File: src/rtl/mem_access_unit.sv
// rtl/mem_access_unit.sv - MEM-stage data-memory access unit (byte-enabled word bus, stall until ACK)
module mem_access_unit #(
    parameter int ADDR_WIDTH = 32
) (
    input  logic                  CLK,
    input  logic                  RESET,
    input  logic                  DATA_MEM_READ,
    input  logic                  DATA_MEM_WRITE,
    input  logic [2:0]            FUNC3,
    input  logic [ADDR_WIDTH-1:0] ADDRESS,
    input  logic [31:0]           WRITE_DATA,
    output logic [31:0]           READ_DATA,
    output logic                  BUSYWAIT,
    output logic                  MISALIGNED,
    output logic                  MEM_READ,
    output logic                  MEM_WRITE,
    output logic [ADDR_WIDTH-3:0] MEM_ADDRESS,
    output logic [31:0]           MEM_WRITEDATA,
    output logic [3:0]            MEM_BYTEEN,
    input  logic [31:0]           MEM_READDATA,
    input  logic                  MEM_ACK
);

    typedef enum logic [1:0] {IDLE = 2'd0, ACCESS = 2'd1, DONE = 2'd2} state_t;

    state_t                state_q, state_d;
    logic                  mem_read_q, mem_read_d;
    logic                  mem_write_q, mem_write_d;
    logic [ADDR_WIDTH-3:0] mem_addr_q, mem_addr_d;
    logic [31:0]           mem_wdata_q, mem_wdata_d;
    logic [3:0]            mem_byteen_q, mem_byteen_d;
    logic [31:0]           read_data_q, read_data_d;
    logic                  byte_q, byte_d;
    logic                  half_q, half_d;
    logic                  uns_q, uns_d;
    logic [1:0]            lo_q, lo_d;

    logic        byte_op, half_op, uns_op, req, misaligned, issue;
    logic [3:0]  st_byteen;
    logic [31:0] st_data;
    logic [7:0]  ld_byte;
    logic [15:0] ld_half;
    logic [31:0] ld_ext;

    // Undefined func3 encodings fall through to word access.
    assign byte_op    = (FUNC3 == 3'b000) || (FUNC3 == 3'b100);
    assign half_op    = (FUNC3 == 3'b001) || (FUNC3 == 3'b101);
    assign uns_op     = FUNC3[2] & ~FUNC3[1];
    assign req        = DATA_MEM_READ | DATA_MEM_WRITE;
    assign misaligned = req & ((half_op & ADDRESS[0]) |
                               (~byte_op & ~half_op & (ADDRESS[1:0] != 2'b00)));
    assign issue      = (state_q == IDLE) & req & ~misaligned;

    assign MISALIGNED    = (state_q == IDLE) & misaligned;
    assign BUSYWAIT      = issue | (state_q == ACCESS);
    assign MEM_READ      = mem_read_q;
    assign MEM_WRITE     = mem_write_q;
    assign MEM_ADDRESS   = mem_addr_q;
    assign MEM_WRITEDATA = mem_wdata_q;
    assign MEM_BYTEEN    = mem_byteen_q;
    assign READ_DATA     = read_data_q;

    always_comb begin
        st_byteen = 4'b1111;
        st_data   = WRITE_DATA;
        if (byte_op) begin
            st_byteen = 4'b0001 << ADDRESS[1:0];
            st_data   = {4{WRITE_DATA[7:0]}};
        end else if (half_op) begin
            st_byteen = 4'b0011 << {ADDRESS[1], 1'b0};
            st_data   = {2{WRITE_DATA[15:0]}};
        end
    end

    // Extension uses the op captured at issue, so it is independent of the live inputs.
    always_comb begin
        case (lo_q)
            2'd0:    ld_byte = MEM_READDATA[7:0];
            2'd1:    ld_byte = MEM_READDATA[15:8];
            2'd2:    ld_byte = MEM_READDATA[23:16];
            default: ld_byte = MEM_READDATA[31:24];
        endcase
        ld_half = lo_q[1] ? MEM_READDATA[31:16] : MEM_READDATA[15:0];
        ld_ext  = MEM_READDATA;
        if (byte_q)
            ld_ext = {{24{~uns_q & ld_byte[7]}}, ld_byte};
        else if (half_q)
            ld_ext = {{16{~uns_q & ld_half[15]}}, ld_half};
    end

    always_comb begin
        state_d      = state_q;
        mem_read_d   = mem_read_q;
        mem_write_d  = mem_write_q;
        mem_addr_d   = mem_addr_q;
        mem_wdata_d  = mem_wdata_q;
        mem_byteen_d = mem_byteen_q;
        read_data_d  = read_data_q;
        byte_d       = byte_q;
        half_d       = half_q;
        uns_d        = uns_q;
        lo_d         = lo_q;
        case (state_q)
            IDLE: begin
                if (issue) begin
                    state_d      = ACCESS;
                    mem_write_d  = DATA_MEM_WRITE;
                    mem_read_d   = ~DATA_MEM_WRITE;
                    mem_addr_d   = ADDRESS[ADDR_WIDTH-1:2];
                    mem_wdata_d  = st_data;
                    mem_byteen_d = DATA_MEM_WRITE ? st_byteen : 4'b1111;
                    byte_d       = byte_op;
                    half_d       = half_op;
                    uns_d        = uns_op;
                    lo_d         = ADDRESS[1:0];
                end else if (misaligned) begin
                    read_data_d = 32'h0;
                end
            end
            ACCESS: begin
                if (MEM_ACK) begin
                    state_d     = DONE;
                    mem_read_d  = 1'b0;
                    mem_write_d = 1'b0;
                    read_data_d = mem_read_q ? ld_ext : 32'h0;
                end
            end
            DONE:    state_d = IDLE;
            default: state_d = IDLE;
        endcase
    end

    always_ff @(posedge CLK or posedge RESET) begin
        if (RESET) begin
            state_q      <= IDLE;
            mem_read_q   <= 1'b0;
            mem_write_q  <= 1'b0;
            mem_addr_q   <= '0;
            mem_wdata_q  <= 32'h0;
            mem_byteen_q <= 4'h0;
            read_data_q  <= 32'h0;
            byte_q       <= 1'b0;
            half_q       <= 1'b0;
            uns_q        <= 1'b0;
            lo_q         <= 2'b00;
        end else begin
            state_q      <= state_d;
            mem_read_q   <= mem_read_d;
            mem_write_q  <= mem_write_d;
            mem_addr_q   <= mem_addr_d;
            mem_wdata_q  <= mem_wdata_d;
            mem_byteen_q <= mem_byteen_d;
            read_data_q  <= read_data_d;
            byte_q       <= byte_d;
            half_q       <= half_d;
            uns_q        <= uns_d;
            lo_q         <= lo_d;
        end
    end

endmodule

File: config.mk
export PLATFORM = sky130hd
export DESIGN_NAME = mem_access_unit
export DESIGN_NICKNAME = d
export VERILOG_FILES = /design/src/rtl/mem_access_unit.sv
export SDC_FILE = /design/constraint.sdc
export NUM_CORES = 1
export LEC_CHECK = 0
export ABC_AREA = 1
export BUFFER_PORTS_ARGS = -buffer_cell sky130_fd_sc_hd__buf_2
export CAP_MARGIN = 40
export CORE_ASPECT_RATIO = 1.2
export CORE_MARGIN = 5
export CORE_UTILIZATION = 51
export CTS_BUF_LIST = sky130_fd_sc_hd__clkbuf_8
export CTS_CLUSTER_SIZE = 12
export DETAILED_ROUTE_END_ITERATION = 10
export MAX_ROUTING_LAYER = met4
export PLACE_DENSITY = 0.83
export REMOVE_ABC_BUFFERS = 1
export SKIP_LAST_GASP = 1
export SYNTH_ARGS = -nofsm -noshare
export SYNTH_HDL_FRONTEND = slang
export SYNTH_SLANG_ARGS = --single-unit
File: constraint.sdc
create_clock -name CLK -period 4.3 [get_ports CLK]
set_clock_uncertainty 0.05 [all_clocks]
set_input_delay 0.86 -clock CLK [delete_from_list [all_inputs] [get_ports CLK]]
set_output_delay 0.86 -clock CLK [all_outputs]
set_load 0.1 [all_outputs]
=== Word level (Yosys, flattened, before mapping) ===
Cells that the tools add are included.

* Bits in registers: 107
* Logic and storage cells: 75

* Eq/ne operators: 10
* Shift-type cells: 2
* Muxes and demuxes: 22
* Bitwise gates (word level): 19
* Reductions and logical operators: 11

{| class="wikitable"
|+ Operators by type and width
! kind !! count
|-
| $mux W32 || 8
|-
| $pmux W32 S2 || 1
|-
| $pmux W8 S3 || 1
|-
| $mux W16 || 1
|-
| $mux W4 || 3
|-
| $and A1 B1 Y1 || 10
|-
| $ne A2 B2 Y1 const B || 4
|-
| $eq A3 B3 Y1 const B || 2
|-
| $not A1 Y1 || 6
|-
| $eq A2 B1 Y1 const B || 2
|-
| $logic_not A2 Y1 || 2
|-
| $mux W2 || 2
|-
| $pmux W1 S2 || 2
|-
| $pmux W2 S2 || 1
|-
| $reduce_and A2 Y1 || 2
|-
| $reduce_and A4 Y1 || 1
|-
| $reduce_bool A2 Y1 || 2
|-
| $shl A1 B2 Y4 const A || 1
|-
| $shl A2 B2 Y4 const A || 1
|-
| $eq A3 B1 Y1 const B || 1
|-
| $logic_not A3 Y1 || 1
|-
| $mux W1 || 3
|-
| $or A1 B1 Y1 || 3
|-
| $reduce_and A3 Y1 || 1
|-
| other kinds (2) || 3
|}

=== Longest topological paths before layout ===
* Word-level depth: 11
* Depth in mapped cells: 9
* Gate-level depth less buffers: 8

=== Worst setup path after synthesis ===
OpenSTA, ideal clock, no wires.

* Path type: input to output
* Start point: in ADDRESS[0]
* End point: out MISALIGNED
* Data arrival time: 2.380 ns
* Setup slack: 1.010 ns
* Stages on the path: 4
* Path buffers: 0
* Path through: inv_1 nand2_1 nand3_1 nor2_1

* Word-level cells in the longest chain between the ends: 5
* Elaborated cells on any way between the ends: 6
* Those cells by class: 5 x bitwise; 1 x reduce/logical

{| class="wikitable"
|+ Ends and longest elaborated chain
! what !! RTL line !! RTL
|-
| from (decl) || 10 || <nowiki>input logic [ADDR_WIDTH-1:0] ADDRESS,</nowiki>
|-
| $reduce_bool A2 Y1 || 51 || <nowiki>(~byte_op & ~half_op & (ADDRESS[1:0] != 2'b00)));</nowiki>
|-
| $and A1 B1 Y1 || 51 ||
|-
| $or A1 B1 Y1 * || 50 || <nowiki>assign misaligned = req & ((half_op & ADDRESS[0]) |</nowiki>
|-
| $and A1 B1 Y1 * || 50 ||
|-
| $and A1 B1 Y1 * || 54 || <nowiki>assign MISALIGNED = (state_q == IDLE) & misaligned;</nowiki>
|-
| to (decl) || 14 || <nowiki>output logic MISALIGNED,</nowiki>
|}

Mark *: on every way between the ends. The rest lies on a longest branch, timed or not.

=== Worst setup path in the final report ===
* Start point: in FUNC3[1]
* End point: out MISALIGNED

* Word-level cells in the longest chain between the ends: 8
* Elaborated cells on any way between the ends: 14
* Those cells by class: 3 x eq/ne; 8 x bitwise; 3 x reduce/logical

{| class="wikitable"
|+ Ends and longest elaborated chain
! what !! RTL line !! RTL
|-
| from (decl) || 9 || <nowiki>input logic [2:0] FUNC3,</nowiki>
|-
| $eq A3 B3 Y1 (tied with other cells) || 46 || <nowiki>assign byte_op = (FUNC3 == 3'b000) || (FUNC3 == 3'b100);</nowiki>
|-
| $logic_or A1 B1 Y1 (on tied branches) || 46, 47 ||
|-
| $not A1 Y1 || 51 ||
|-
| $and A1 B1 Y1 (2 in a row) || 51 ||
|-
| $or A1 B1 Y1 * || 50 ||
|-
| $and A1 B1 Y1 * || 50 ||
|-
| $and A1 B1 Y1 * || 54 ||
|}

Marked as above.

==> results.json <==
{
  "outcome": "completed",
  "final_area_mm2": 0.00648,
  "tns_ps": 0,
  "syn_inst": 680,
  "slowest_delay_ps": 480,
  "critPathBufInv": 3,
  "root_buffer": "clkbuf_8",
  "antenna_found_initial": 0,
  "mostFrequentLayoutCell": "nand2_1",
  "start_kind": "input pin",
  "finalNonFillerCells": 999,
  "h-tree-depth": 3,
  "tritoncts": "done",
  "detail_route.iter0.violations": 311,
  "grt_use_total_pct": 25.0,
  "placed_cells": 983,
  "rsz0062_at_grt": "false",
  "globalplace.congestion": 0.886,
  "relSlewSlack_pct": 47.7,
  "start_util_pct": 52.2,
  "async_flop_share_pct": 100,
  "tightest_slew_ps": 783,
  "required_ps": 3390,
  "synthFlopType": "dfrtp_1",
  "fmax_mhz": 336,
  "dieArea_mm2": 0.0124,
  "synth.avg_cell_area_um2": 7.68,
  "cap_violations": 0,
  "core.rowCount": 40,
  "seq_area_frac_synth_pct": 51.2,
  "post_cts_buffers": 0,
  "holdPathStages": 2,
  "crit_family": "buffers and inverters",
  "ys_seq_elements": 107,
  "fin_crit_sh_pct": 69.2,
  "overflow": 0,
  "core_area_mm2": 0.0100,
  "crit_type": "in -> out",
  "cts_resized": 0,
  "yosysWarnings": 0,
  "cts_buffers": 9,
  "crit_top_cell": "buf_2",
  "cp_max_fo": 11,
  "vias_per_cell": 5.13,
  "detail-route-antenna-nets": 0,
  "layout_common_cells": "333 x nand2_1, 205 x buf_2, 107 x dfrtp_1",
  "drive_gt1_share_pct": 27.8,
  "dp_hpwl_um": 10900,
  "reg2regPathDepth": 7,
  "cp.depth": 6,
  "slew_viol_final": 0,
  "cp-end-kind": "output port",
  "drt-total-wl_um": 15000,
  "portBuffers": 205,
  "drc_errors": 0,
  "routedWlPerCell_um": 15.0,
  "die_h_um": 121,
  "ctsHoldBuffers": 0,
  "synth_edf_count": 0,
  "cts.sinks": 107,
  "setup_violations": 0,
  "path_clk_slew_ps": 100,
  "hold_path_class": "reg -> reg",
  "crit_chain": "buf_2, inv_1, nand2_1, nand3_1, nor2_1, buf_2",
  "synth_area_mm2": 0.00523,
  "grt_pass1_vias": 4970,
  "die_x_um": 102,
  "dpl_cell_area_mm2": 0.00627,
  "final_net_count": 972,
  "min_period_ps": 2980,
  "cp.arrival_ps": 2070,
  "grt_pass1_wl_um": 23900,
  "synth_cell_types": 23,
  "antenna_cells": 0,
  "vias": 5121,
  "clk_latency_ps": 370,
  "finalHoldViolCount": 0,
  "grt_max_degree": 70,
  "clk_path_buf_depth": 2,
  "area_growth_pct": 24.0,
  "ioPinCount": 206,
  "firstDrtPassIters": 5,
  "crit_path_top_delay_cell": "buf_2"
}
## final timing paths
path,from,endpoint,slack [ps]
worst min-delay path,READ_DATA[16],READ_DATA[16],430
worst min register to register,READ_DATA[16],READ_DATA[16],430
max in group asynchronous,RESET,MEM_ADDRESS[17],2870
worst max-delay path,FUNC3[1],MISALIGNED,1320
worst max register to register,state_q[0],uns_q,1740
min in group asynchronous,RESET,READ_DATA[5],480
## synthesized netlist by cell type (4+ instances only)
library cell,count,area share (%)
nand3_1,53,5.1
o211ai_1,28,4.0
nand2_1,333,24
a21oi_1,11,1.1
dfrtp_1,107,51
buf_6,8,1.7
o21ai_0,43,4.1
inv_2,4,0.29
buf_4,5,0.72
clkbuf_1,9,0.65
nor2_1,11,0.79
inv_1,38,2.7
buf_2,12,1.1
## per-stage QoR
stage	util [%]	hold WS, ps	worst slack, ps
CTS	64.8	437	1320
global route	64.8	456	1170
floorplan	-	466	359
detailed placement	62.6	410	1040
global placement	62.2	407	1100
finish	64.8	432	1320
## sequential cells by signal, indices dropped and copies added, names as in the netlist
| signal | count |
|---|---|
| MEM_ADDRESS | 30 |
| MEM_BYTEEN | 4 |
| MEM_READ | 1 |
| MEM_WRITE | 1 |
| MEM_WRITEDATA | 32 |
| READ_DATA | 32 |
| byte_q | 1 |
| half_q | 1 |
| lo_q | 2 |
| state_q | 2 |
| uns_q | 1 |
## worst reg2reg max path: cells and delay by family, from the launching register on
kind	cells	cell delay, ps
AND/OR/NAND/NOR	4	810
AO/OA/AOI/OAI	1	120
flip-flops	1	410
buffers and inverters	2	1080
## layout make-up
cell class / count / area (um2)
Multi-Input combinational cell: 494 / 2160
Sequential cell: 107 / 2680
Clock buffer: 9 / 124
Clock inverter: 7 / 87.6
Inverter: 43 / 164
Timing Repair Buffer: 213 / 1110
Tap cell: 126 / 158
Fill cell: 903 / 3530
## routing by layer
metal | vias to the layer above | part of all wire (%) | track usage (%)
li1 | 2520 | - | -
met1 | 2348 | 41 | 33.3
met2 | 243 | 48 | 39.6
met3 | 10 | 10 | 4.89
met4 | 0 | 0.77 | 5.99
met5 | - | 0 | -
## logic make-up after synthesis
kind of cell	synth area share, %
AO/OA/AOI/OAI	9.63
buffers and inverters	7.47
flip-flops	51.2
AND/OR/NAND/NOR	31.7
Power is not shown: default switching activity piles up to over one toggle a cycle in this logic, so the estimate is an artifact.
